<file path="config.mk">
export PLATFORM = sky130hd
export DESIGN_NAME = reorder_buffer
export DESIGN_NICKNAME = d
export VERILOG_FILES = /design/src/rtl/reorder_buffer.sv
export SDC_FILE = /design/constraint.sdc
export NUM_CORES = 1
export LEC_CHECK = 0
export BUFFER_PORTS_ARGS = -buffer_cell sky130_fd_sc_hd__buf_2
export CORE_UTILIZATION = 46
export DETAILED_ROUTE_END_ITERATION = 8
export PLACE_DENSITY_LB_ADDON = 0.25
export SYNTH_ARGS = -nofsm -noshare
export SYNTH_HDL_FRONTEND = slang
export SYNTH_SLANG_ARGS = --single-unit
</file>
<file path="constraint.sdc">
create_clock -name clk -period 4.3 [get_ports clk]
set_input_delay 0.43 -clock clk [delete_from_list [all_inputs] [get_ports clk]]
set_output_delay 0.43 -clock clk [all_outputs]
set_load 0.1 [all_outputs]
</file>
<file path="src/rtl/reorder_buffer.sv">
// reorder_buffer: in-order commit queue for out-of-order results; optional flush port under ROB_FLUSH_EN
module reorder_buffer #(
  parameter int DATA_WIDTH     = 32,
  parameter int DEPTH          = 8,
  parameter int TAG_WIDTH      = $clog2(DEPTH),
  parameter int REG_ADDR_WIDTH = 5
) (
  input  logic                      clk,
  input  logic                      rst_n,
`ifdef ROB_FLUSH_EN
  input  logic                      flush_i,
`endif
  input  logic                      alloc_valid_i,
  input  logic [REG_ADDR_WIDTH-1:0] alloc_rd_i,
  output logic                      alloc_ready_o,
  output logic [TAG_WIDTH-1:0]      alloc_tag_o,
  input  logic                      wb_valid_i,
  input  logic [TAG_WIDTH-1:0]      wb_tag_i,
  input  logic [DATA_WIDTH-1:0]     wb_data_i,
  output logic                      commit_valid_o,
  input  logic                      commit_ready_i,
  output logic [REG_ADDR_WIDTH-1:0] commit_rd_o,
  output logic [DATA_WIDTH-1:0]     commit_data_o,
  output logic [TAG_WIDTH-1:0]      commit_tag_o,
  output logic [TAG_WIDTH:0]        count_o
);
  logic [TAG_WIDTH:0]        r_head, r_tail;
  logic [DEPTH-1:0]          r_valid, r_done;
  logic [REG_ADDR_WIDTH-1:0] r_rd [DEPTH];
  logic [DATA_WIDTH-1:0]     r_data [DEPTH];
  logic [TAG_WIDTH-1:0]      w_head_idx, w_tail_idx;
  logic                      w_full, w_alloc_fire, w_wb_fire, w_commit_fire;
  // Handshakes and head view, all derived from registered state; full means same index, opposite wrap bit
  always_comb begin
    w_head_idx     = r_head[TAG_WIDTH-1:0];
    w_tail_idx     = r_tail[TAG_WIDTH-1:0];
    w_full         = (w_head_idx == w_tail_idx) && (r_head[TAG_WIDTH] != r_tail[TAG_WIDTH]);
    count_o        = r_tail - r_head;
    alloc_ready_o  = !w_full;
    alloc_tag_o    = w_tail_idx;
`ifdef ROB_FLUSH_EN
    commit_valid_o = r_valid[w_head_idx] && r_done[w_head_idx] && !flush_i;
`else
    commit_valid_o = r_valid[w_head_idx] && r_done[w_head_idx];
`endif
    commit_rd_o    = r_rd[w_head_idx];
    commit_data_o  = r_data[w_head_idx];
    commit_tag_o   = w_head_idx;
    w_alloc_fire   = alloc_valid_i && alloc_ready_o;
    w_wb_fire      = wb_valid_i && r_valid[wb_tag_i] && !r_done[wb_tag_i];
    w_commit_fire  = commit_valid_o && commit_ready_i;
  end
  // Pointers and status bits; alloc, writeback and commit never touch the same entry in one cycle
  always_ff @(posedge clk or negedge rst_n) begin
    if (!rst_n) begin
      r_head  <= '0;
      r_tail  <= '0;
      r_valid <= '0;
      r_done  <= '0;
`ifdef ROB_FLUSH_EN
    end else if (flush_i) begin
      r_head  <= '0;
      r_tail  <= '0;
      r_valid <= '0;
      r_done  <= '0;
`endif
    end else begin
      if (w_alloc_fire) begin
        r_valid[w_tail_idx] <= 1'b1;
        r_done[w_tail_idx]  <= 1'b0;
        r_tail              <= r_tail + {{TAG_WIDTH{1'b0}}, 1'b1};
      end
      if (w_wb_fire) r_done[wb_tag_i] <= 1'b1;
      if (w_commit_fire) begin
        r_valid[w_head_idx] <= 1'b0;
        r_head              <= r_head + {{TAG_WIDTH{1'b0}}, 1'b1};
      end
    end
  end
  // Payload storage needs no reset; it is only observed behind valid/done
  always_ff @(posedge clk) begin
    if (w_alloc_fire) r_rd[w_tail_idx] <= alloc_rd_i;
    if (w_wb_fire) r_data[wb_tag_i] <= wb_data_i;
  end
endmodule
</file>
[Word-level counts from Yosys, hierarchy flattened]
Memory sizes are Yosys's and may differ from the RTL's.
Cells that the tools add are included.
Widths: inputs -> output; s select.
Storage, ports and cells
  flip-flop bits (word level): 24
  bits in writable memories: 296
  input port bits: 45
  output and inout port bits: 49
  word-level logic and storage cells: 56
  memories kept: 2
Memory list
  r_data: words 8, width 32, read ports 1, clocked after Yosys merged registers in 0, wr ports 1, RTL line 30  | logic [DATA_WIDTH-1:0] r_data [DEPTH];
  r_rd: words 8, width 5, read ports 1, clocked after Yosys merged registers in 0, wr ports 1, RTL line 29  | logic [REG_ADDR_WIDTH-1:0] r_rd [DEPTH];
Cells by class
  add/sub/neg operators: 3
  magnitude comparators: 6
  equal/unequal tests: 2
  muxes and demuxes: 22
  bitwise operators: 6
  reduce and logical (&&, ||, !) cells: 11
Operators with widths (count)
  $mux 8: 4
  $and 8x8->8: 2
  $not 8->8: 2
  $or 8x8->8: 2
  $bmux 1 s3: 4
  $lt 3x4->1 const B: 3
  $mux 1: 11
  $demux 1 s3: 3
  $ge 3x1->1 const B: 3
  $logic_and 1x1->1: 9
  $add 4x1->4 const B: 2
  $sub 4x4->4: 1
  $eq 3x3->1: 1
  $logic_not 1->1: 2
  $ne 1x1->1: 1

[Depth between registers and ports, before layout]
  depth in word-level cells: 9
  gate-level depth with buffers: 9
  gate-level depth less buffers: 6

[Least setup slack after synthesis]
Ideal clock, no wire load.
  kind: input-to-reg
  start point: input wb_tag_i[2]
  end point: memory r_data[4][0] (enable)
  setup time: 463 ps
  data arrival time: 3579 ps
  data required time: 3837 ps
  setup slack: 258 ps
  stages: 4
  path buffers: 1
  path through: clkbuf_1 mux4_2 nand4bb_1 nor3_1
On the way
  cells in the longest elaborated chain, start to end: 6
  elaborated cells on any way between the ends: 9
  classes of those cells: mux: 6; reduce/logical: 3
Ends and longest elaborated chain
  start, declared: RTL line 18  | input logic [TAG_WIDTH-1:0] wb_tag_i,
  $bmux 1 s3: RTL line 50  | w_wb_fire = wb_valid_i && r_valid[wb_tag_i] && !r_done[wb_tag_i];
  $mux 1 (not written as such): RTL line 50
  $logic_and 1x1->1 / $logic_not 1->1 (equally long branches): RTL line 50
  $logic_and 1x1->1: RTL line 50
  $mux 1: RTL line 83  | if (w_wb_fire) r_data[wb_tag_i] <= wb_data_i;
  $mux 1 (not written as such): RTL line 83
  end, declared: RTL line 30
Several ways; a longest one is shown, not always the timed one. The select of a mux whose other input is x is not followed.

[Worst setup path after layout]
  start point: register r_head[0]
  end point: output commit_data_o[19]
On the way
  cells in the longest elaborated chain, start to end: 1
Ends and longest elaborated chain
  start, declared: RTL line 27  | logic [TAG_WIDTH:0] r_head, r_tail;
  start signal, assigned: RTL line 76  | r_head <= r_head + {{TAG_WIDTH{1'b0}}, 1'b1};
  $mem_v2 8x32
  end, declared: RTL line 23  | output logic [DATA_WIDTH-1:0] commit_data_o,
Every way passes these cells.

==> flow_summary.yaml <==
yosys:
  ys.flop_type: "edfxtp_1"
  synth-seq-cells: 320
  ys_seq_area_frac: 0.751
  yosysTopAreaCell: "edfxtp_1"
  synth_area_leaders: "edfxtp_1 (70%), mux4_2 (14%), dfrtp_1 (4.8%), nand2_1 (3.9%), ha_1 (0.50%)"
  syn_area_mm2: 0.0126
  syn-instance-count: 667
  synth_edf_count: 296
  netlist.area_leader.share: 0.704
  async_reset_ff_frac: 0.0750
  syn_nets: 718
  avgSynthCellArea_um2: 18.9
  ys_top_cells_by_count: "edfxtp_1 (296), nand2_1 (132), mux4_2 (78), dfrtp_1 (24), inv_1 (16)"
  ys_warn_count: 0
  synth_cell_type_count: 47
  synth_most_common_cell: "edfxtp_1"
clock_network:
  cts-root-buf: "clkbuf_16"
  cts.clk_slew.worst_paths_ps: 60
  ctsResizeCount: 0
  htreeDepth: 2
  clock_path_buffers: 3
  clk_latency_ps: 510
  numClockSinks: 320
  tritoncts: "built"
  cts_buffers: 34
worst_setup_path:
  start_kind: "flip-flop"
  r2r_cells: 5
  reg2reg_setup_slack_ps: 1430
  rr_endpoint: "r_rd[6][2]"
  worst-endpoint-required_ps: 3870
  critPathLaunch: "r_head[0]"
  r2r_start: "r_head[2]"
  crit_path_end_kind: "output pin"
  crit_fanout: 43
  critPathKind: "flip-flop to output pin"
  worstPathArrival_ps: 2970
placement:
  place_hpwl_um: 15100
  portBuffers: 93
  routabilityCongestion: 0.830
route:
  drt.antenna.violating_nets: 0
  dr_total_vias: 6409
  drt-initial-drc-count: 462
  drt-wirelength-per-cell_um: 22.5
  dr.pass1.iters: 7
  drc: 0
  wirelength_um: 25800
  post_drt_via_cell_ratio: 5.60
timing:
  worst_slew_pin_slew_ps: 910
  clock.fmax_mhz: 294
  hold-worst-slack_ps: 191
  slew_headroom: 0.392
  rsz0062_at_grt: "false"
  setup_violations: 0
  period_needed_ps: 3400
  fin_skew_ps: 9.38
  final_max_slew_viol_count: 0
  post-route-period-util: 0.791
  hold_viol: 0
  totalNegativeSetupSlack_ps: 0
floorplanning:
  num_rows: 60
  core-area_mm2: 0.0270
  die_area_mm2: 0.0281
  fp.dieW_um: 168
  die_y_um: 168
  start_util: 0.469
  num_io_pins: 94
min_path:
  hold_path.class: "primary input to flip-flop"
  worstHoldStart: "wb_data_i[9]"
  min_to: "r_data[3][9]"
  whs_path_depth: 1
grt:
  grt_use_total: 0.190
  antenna_found_initial: 1
  grt_overflow: 0
  grt_pass1_vias: 6831
  grt_max_degree: 49
  grt_first_pass_wirelength_um: 39700
final_layout:
  nets: 833
  fin_util: 0.543
  insertedDiodeCount: 0
  syn2layout_area_growth_pct: 15.8
  drive_above_1_share: 0.320
status:
  status: "completed"
job:
  cap_violations: 0
-- state kept, by name, indices dropped and copies added (netlist names) --
signal / cells
r_done: 8
r_rd: 40
r_valid: 8
r_head: 4
r_data: 256
r_tail: 4
-- layout by cell type (no fill, tap or decap), types with 3 or more instances in the layout --
| cell type | synthesis | layout |
|---|---|---|
| clkbuf_1 | 14 | 9 |
| nand2_1 | 132 | 132 |
| clkinv_2 | 0 | 7 |
| ha_1 | 5 | 5 |
| buf_2 | 9 | 93 |
| inv_1 | 16 | 15 |
| xnor2_1 | 6 | 6 |
| edfxtp_1 | 296 | 296 |
| clkbuf_16 | 0 | 35 |
| a21oi_1 | 3 | 3 |
| o211ai_1 | 3 | 3 |
| o32a_1 | 6 | 6 |
| mux2i_1 | 4 | 4 |
| nor2_1 | 9 | 3 |
| o21ai_0 | 5 | 5 |
| dfrtp_1 | 24 | 21 |
| and2_1 | 4 | 4 |
| mux4_2 | 78 | 78 |
| nor2_4 | 0 | 6 |
| clkinv_1 | 0 | 3 |
| bufinv_16 | 0 | 3 |
| o22ai_1 | 3 | 3 |
| nor3_1 | 6 | 5 |
| buf_4 | 7 | 20 |
-- final cells by class --
type | instances | area [um2]
flip-flops and latches | 320 | 9500
well taps | 341 | 427
multi-input cells | 295 | 2960
repair buffers | 114 | 626
fillers | 2068 | 12300
inverters | 17 | 63.8
clock inverters | 14 | 145
clock buffers | 44 | 910
-- worst max-delay path, cell delays in order, from the launching register on --
cell	delay, ps
dfrtp_4	980
buf_4	440
mux4_2	540
nand2_1	90
nand2_1	90
buf_2	310
-- routing by layer --
layer	vias to the layer above	track usage	part of all wire
li1	2849	-	-
met1	3335	0.245	0.42
met2	169	0.327	0.50
met3	54	0.0345	0.048
met4	2	0.0630	0.025
met5	-	0	0.00039
-- what timing repair did --
action | in CTS | in global routing
buffers inserted | 0 | 0
hold endpoints to repair | 24 | 0
hold buffers | 1 | 0
-- metrics by stage --
step / setup slack (ps) / instance area [um2] / instances
2_1_floorplan: 258 / 12600 / 667
3_3_place_gp: 1390 / 13600 / 1086
3_5_place_dp: 1360 / 13600 / 1086
4_1_cts: 804 / 14600 / 1145
5_1_grt: 687 / 14600 / 1145
6_report: 898 / 14600 / 1145
-- worst max-delay path by stage --
stage | end | slack, ps | depth (start not counted)
after floorplan | r_data[4][0] | 260 | 4
after global routing | commit_data_o[19] | 690 | 5
after detailed placement | commit_data_o[12] | 1360 | 5
after CTS | commit_data_o[19] | 800 | 5
after global placement | commit_data_o[12] | 1390 | 5
final | commit_data_o[19] | 900 | 5
-- kinds of logic after synthesis --
| logic type | Yosys count | share of synthesized area |
|---|---|---|
| XOR/XNOR | 8 | 0.00555 |
| multiplexers | 84 | 0.144 |
| AO/OA/AOI/OAI | 31 | 0.0181 |
| adder cells (fa/ha/maj) | 6 | 0.00654 |
| buffers and inverters | 52 | 0.0190 |
| flip-flops | 320 | 0.751 |
| AND/OR/NAND/NOR | 166 | 0.0554 |
Power is not shown: default switching activity piles up to over one toggle a cycle in this logic, so the estimate is an artifact.
